<file path="src/rtl/mem_port_arbiter.sv">
`default_nettype none
// ============================================================================
// Module      : mem_port_arbiter
// Description : Shares one single-ported memory between instruction fetch and
//               load/store. Optional macro MEM_ARB_RR_EN selects round-robin
//               tie-breaking instead of fixed data-over-fetch priority.
// Revision    : 1.0 - initial release
// ============================================================================
module mem_port_arbiter #(
    parameter int ADDR_WIDTH = 32,
    parameter int DATA_WIDTH = 32,
    localparam int MASK_W    = DATA_WIDTH / 8
) (
    input  logic                  i_clk,
    input  logic                  i_rst,
    input  logic                  i_imem_req,
    input  logic [ADDR_WIDTH-1:0] i_imem_addr,
    output logic [DATA_WIDTH-1:0] o_imem_rdata,
    output logic                  o_imem_valid,
    input  logic                  i_dmem_req,
    input  logic                  i_dmem_we,
    input  logic [ADDR_WIDTH-1:0] i_dmem_addr,
    input  logic [DATA_WIDTH-1:0] i_dmem_wdata,
    input  logic [MASK_W-1:0]     i_dmem_mask,
    output logic [DATA_WIDTH-1:0] o_dmem_rdata,
    output logic                  o_dmem_valid,
    input  logic                  i_halt,
    output logic                  o_mem_req,
    output logic                  o_mem_we,
    output logic [ADDR_WIDTH-1:0] o_mem_addr,
    output logic [DATA_WIDTH-1:0] o_mem_wdata,
    output logic [MASK_W-1:0]     o_mem_mask,
    input  logic                  i_mem_ready,
    input  logic [DATA_WIDTH-1:0] i_mem_rdata,
    output logic                  o_busy
);

    typedef enum logic [1:0] {
        IDLE   = 2'd0,
        BUSY_I = 2'd1,
        BUSY_D = 2'd2,
        RESP   = 2'd3
    } state_t;

    state_t r_state;
    state_t w_state_next;

    logic                  w_i_elig;
    logic                  w_d_elig;
    logic                  w_grant_i;
    logic                  w_grant_d;
    logic                  w_load;
    logic                  w_done;

    logic                  r_mem_req;
    logic                  r_mem_we;
    logic [ADDR_WIDTH-1:0] r_mem_addr;
    logic [DATA_WIDTH-1:0] r_mem_wdata;
    logic [MASK_W-1:0]     r_mem_mask;
    logic [DATA_WIDTH-1:0] r_imem_rdata;
    logic [DATA_WIDTH-1:0] r_dmem_rdata;
    logic                  r_imem_valid;
    logic                  r_dmem_valid;

    assign w_i_elig = i_imem_req & ~i_halt;
    assign w_d_elig = i_dmem_req;

`ifdef MEM_ARB_RR_EN
    // 1 = data side won most recently; reset favours data on the first tie
    logic r_last_grant;

    assign w_grant_d = w_d_elig & (~w_i_elig | ~r_last_grant);

    always_ff @(posedge i_clk) begin
        if (i_rst) begin
            r_last_grant <= 1'b0;
        end else if (w_load) begin
            r_last_grant <= w_grant_d;
        end
    end
`else
    assign w_grant_d = w_d_elig;
`endif

    assign w_grant_i = w_i_elig & ~w_grant_d;
    assign w_load    = (r_state == IDLE) & (w_grant_i | w_grant_d);
    assign w_done    = ((r_state == BUSY_I) | (r_state == BUSY_D)) & i_mem_ready;

    always_ff @(posedge i_clk) begin
        if (i_rst) begin
            r_state <= IDLE;
        end else begin
            r_state <= w_state_next;
        end
    end

    always_comb begin
        w_state_next = r_state;
        case (r_state)
            IDLE: begin
                if (w_grant_d) begin
                    w_state_next = BUSY_D;
                end else if (w_grant_i) begin
                    w_state_next = BUSY_I;
                end
            end
            BUSY_I, BUSY_D: begin
                if (i_mem_ready) begin
                    w_state_next = RESP;
                end
            end
            RESP:    w_state_next = IDLE;
            default: w_state_next = IDLE;
        endcase
    end

    always_ff @(posedge i_clk) begin
        if (i_rst) begin
            r_mem_req    <= 1'b0;
            r_mem_we     <= 1'b0;
            r_mem_addr   <= '0;
            r_mem_wdata  <= '0;
            r_mem_mask   <= '0;
            r_imem_rdata <= '0;
            r_dmem_rdata <= '0;
            r_imem_valid <= 1'b0;
            r_dmem_valid <= 1'b0;
        end else begin
            r_imem_valid <= 1'b0;
            r_dmem_valid <= 1'b0;
            if (w_load) begin
                r_mem_req <= 1'b1;
                if (w_grant_d) begin
                    r_mem_we    <= i_dmem_we;
                    r_mem_addr  <= i_dmem_addr;
                    r_mem_wdata <= i_dmem_wdata;
                    r_mem_mask  <= i_dmem_mask;
                end else begin
                    r_mem_we    <= 1'b0;
                    r_mem_addr  <= i_imem_addr;
                    r_mem_wdata <= '0;
                    r_mem_mask  <= '1;
                end
            end
            if (w_done) begin
                r_mem_req <= 1'b0;
                if (r_state == BUSY_I) begin
                    r_imem_rdata <= i_mem_rdata;
                    r_imem_valid <= 1'b1;
                end else begin
                    // a store keeps the previous load data visible
                    if (!r_mem_we) begin
                        r_dmem_rdata <= i_mem_rdata;
                    end
                    r_dmem_valid <= 1'b1;
                end
            end
        end
    end

    assign o_mem_req    = r_mem_req;
    assign o_mem_we     = r_mem_we;
    assign o_mem_addr   = r_mem_addr;
    assign o_mem_wdata  = r_mem_wdata;
    assign o_mem_mask   = r_mem_mask;
    assign o_imem_rdata = r_imem_rdata;
    assign o_imem_valid = r_imem_valid;
    assign o_dmem_rdata = r_dmem_rdata;
    assign o_dmem_valid = r_dmem_valid;
    assign o_busy       = (r_state != IDLE);

endmodule
`default_nettype wire

</file>
<file path="config.mk">
export PLATFORM = sky130hd
export DESIGN_NAME = mem_port_arbiter
export DESIGN_NICKNAME = d
export VERILOG_FILES = /design/src/rtl/mem_port_arbiter.sv
export SDC_FILE = /design/constraint.sdc
export NUM_CORES = 1
export LEC_CHECK = 0
export ABC_AREA = 0
export BUFFER_PORTS_ARGS = -buffer_cell sky130_fd_sc_hd__clkbuf_2
export CAP_MARGIN = 20
export CORE_MARGIN = 1.5
export CORE_UTILIZATION = 25
export DETAILED_ROUTE_END_ITERATION = 10
export PLACE_DENSITY = 0.6
export SYNTH_ARGS = -nofsm -noshare
export SYNTH_HDL_FRONTEND = slang
export SYNTH_SLANG_ARGS = --single-unit
</file>
<file path="constraint.sdc">
create_clock -name i_clk -period 1.5 [get_ports i_clk]
set_input_delay 0.3 -clock i_clk [delete_from_list [all_inputs] [get_ports i_clk]]
set_output_delay 0.3 -clock i_clk [all_outputs]
set_load 0.1 [all_outputs]
</file>
==> flow_metrics.env <==
export IMPL_run_status="complete, but fails checks"
export IMPL_violations="negative setup slack"
export IMPL_critPathTopFamily="simple AND/OR/NAND/NOR gates"
export IMPL_cts_buffers=17
export IMPL_fmax_mhz=660
export IMPL_period_needed_ns=1.51
export IMPL_drt_iter0_drc=202
export IMPL_synthXorXnorAreaFrac=0
export IMPL_clk_latency_ns=0.41
export IMPL_start_kind="flip-flop"
export IMPL_io_pins=276
export IMPL_worstMarginPinSlew_ns=0.483
export IMPL_synth_nets=692
export IMPL_num_antenna_cells=0
export IMPL_ant_nets=0
export IMPL_path_clk_slew_ns=0.06
export IMPL_setup_violations=5
export IMPL_timing_final_ws_setup_ns=-0.0148
export IMPL_rsz0062_at_grt="yes"
export IMPL_grt_max_degree=64
export IMPL_maxSlewViolCount=0
export IMPL_port_buffers=275
export IMPL_synthSimpleGateAreaFrac=0.108
export IMPL_yosys_warnings=0
export IMPL_dieArea_um2=22300
export IMPL_path_cells="buf_4 > ha_4 > and4bb_4 > buf_12 > nand2_4 > a21oi_2"
export IMPL_pre_cts_slack_ns=-0.0607
export IMPL_synthMuxAreaShare=0.0641
export IMPL_final_cell_mix="clkbuf_2 (137), dfxtp_1 (135), nand2_1 (113), clkbuf_4 (81), buf_4 (72)"
export IMPL_placementRows=53
export IMPL_die_h_um=149
export IMPL_cp_slowest_cell="and4bb_4"
export IMPL_crit_fanout=8
export IMPL_fin_worst_hold_slack_ns=0.0960
export IMPL_final_nets=963
export IMPL_core_um2=21000
export IMPL_antenna_found_initial=0
export IMPL_crit_type="flip-flop to flip-flop"
export IMPL_power_leakage_nw=3.94
export IMPL_placed_area_um2=7270
export IMPL_cts_max_level=4
export IMPL_post_route_period_util=1.01
export IMPL_worst_r2r_setup_slack_ns=-0.01
export IMPL_vias_per_cell=4.65
export IMPL_synth_top_family_by_area="compound AO/OA/AOI/OAI gates"
export IMPL_hold_violations=0
export IMPL_vias=5152
export IMPL_tritoncts="built"
export IMPL_die_x_um=149
export IMPL_syn2layout_area_growth_pct=56.6
export IMPL_grt_overflow=0
export IMPL_synthCells=550
export IMPL_skew_ns=0.00862
export IMPL_final_util=0.399
export IMPL_pwr_density_cell_nw_per_um2=2080
export IMPL_syn_area_per_cell_um2=9.73
export IMPL_drc=0
export IMPL_crit_arrival_ns=1.86
export IMPL_max_cap_viol_count=0
export IMPL_grt_pass1_vias=4903
export IMPL_root_buffer="clkbuf_16"
export IMPL_finalInstanceArea_um2=8380
export IMPL_drive_gt1_frac=0.469
export IMPL_avgRoutedWirePerCell_um=15.4
export IMPL_yosys_area_share_adder=0.00702
export IMPL_ys_types=29
export IMPL_mostFrequentLayoutCell="clkbuf_2"
export IMPL_worst_path_buf_inv=2
export IMPL_synth_compound_area_frac=0.243
export IMPL_synth_seq_cells=138
export IMPL_irDropWorstVdd_v=0.00103
export IMPL_grt_usage=0.149
export IMPL_routabilityCongestion=0.732
export IMPL_drt_pass1_iterations=4
export IMPL_cp_end_kind="flip-flop"
export IMPL_cts_sinks=138
export IMPL_critPathMaxStageDelay_ns=0.42
export IMPL_clock_path_buffers=2
export IMPL_start_util=0.255
export IMPL_wl_mm=17.0
export IMPL_grt_pass1_wl_mm=25.8
export IMPL_cp_required_ns=1.85
export IMPL_timing_slew_headroom=0.680
export IMPL_ys_seq_area_frac=0.516
export IMPL_min_path_type="input pin to flip-flop"
export IMPL_ctsHoldBuffers=0
export IMPL_syn_area_um2=5350
export IMPL_dp_hpwl_mm=11.4
==> stage by stage <==
step | total power, mW | cells | setup TNS [ns]
floorplan | 11.0 | 550 | 0
global placement | 12.7 | 1068 | -0.0434
detailed placement | 12.7 | 1068 | -1.60
CTS | 17.5 | 1108 | -0.651
global route | 18.1 | 1108 | -0.795
finish | 17.4 | 1108 | -0.0387
==> cell families after synthesis <==
group                      after synthesis
AOI/OAI and AO/OA                      171
and+or+nand+nor                        143
DFF                                    138
buffers and inverters                   61
muxes                                   34
adders and majority gates                3
==> registers in the layout (all words and copies together) (netlist names) <==
register and cells:
o_mem_we 1, o_mem_req 1, o_dmem_valid 1, o_dmem_rdata 32, o_mem_mask 4, r_state 2
o_mem_wdata 32, o_imem_valid 1, o_imem_rdata 32, o_mem_addr 32
==> power by group <==
part | switching [mW] | total (mW) | internal, mW
clock | 1.62 | 4.14 | 2.52
combinational | 6.44 | 8.62 | 2.18
sequential | 0.351 | 4.67 | 4.32
total | 8.41 | 17.4 | 9.03
==> path summary, 6_finish.rpt <==
kind,from,end,cells after the start
setup / recovery,r_state[0],o_dmem_rdata[29],6
hold / removal,i_dmem_wdata[3],o_mem_wdata[3],2
setup reg to reg,r_state[0],o_dmem_rdata[29],6
hold reg to reg,o_imem_rdata[29],o_imem_rdata[29],2
==> what timing repair did <==
action                                  CTS  global route
pin swaps                                 1            23
hold endpoints to repair                  0             0
gates resized for setup                  98            50
endpoints found under the setup margin  165            85
setup buffers                             7             1
gates cloned                              2             1
==> synth_stat cells, drive strengths merged <==
cell type / number / area share
dfxtp: 138 / 0.52
nand2: 131 / 0.092
a21oi: 66 / 0.062
buf: 36 / 0.044
a32o: 33 / 0.062
o211a: 33 / 0.062
mux2i: 32 / 0.060
o211ai: 32 / 0.045
clkbuf: 20 / 0.014
inv: 5 / 0.0035
nor2: 4 / 0.0033
o221a: 4 / 0.0084
ha: 3 / 0.0070
mux2: 2 / 0.0042
nand2b: 2 / 0.0023
and3: 1 / 0.0012
and4bb: 1 / 0.0023
nand3: 1 / 0.00093
nand4bb: 1 / 0.0021
nor2b: 1 / 0.0026
nor3: 1 / 0.00093
o21a: 1 / 0.0014
o21ai: 1 / 0.0016
o32a: 1 / 0.0019
==> final cells by class <==
type                            instances  area (um^2)
Clock buffer                           20          457
Clock inverter                         11          120
Fill cell                            2101        12600
Inverter                                5         33.8
Multi-Input combinational cell        351         2470
Sequential cell                       138         2770
Tap cell                              275          344
Timing Repair Buffer                  308         2180
==> per-layer routing <==
layer | vias up | GRT usage | part of all wire
met5 | - | 0 | 0
met4 | 0 | 0.0525 | 0.021
met3 | 25 | 0.0563 | 0.080
met2 | 220 | 0.252 | 0.49
met1 | 2393 | 0.172 | 0.41
li1 | 2514 | - | -
No activity file was read; power rests on OpenSTA's default activity.
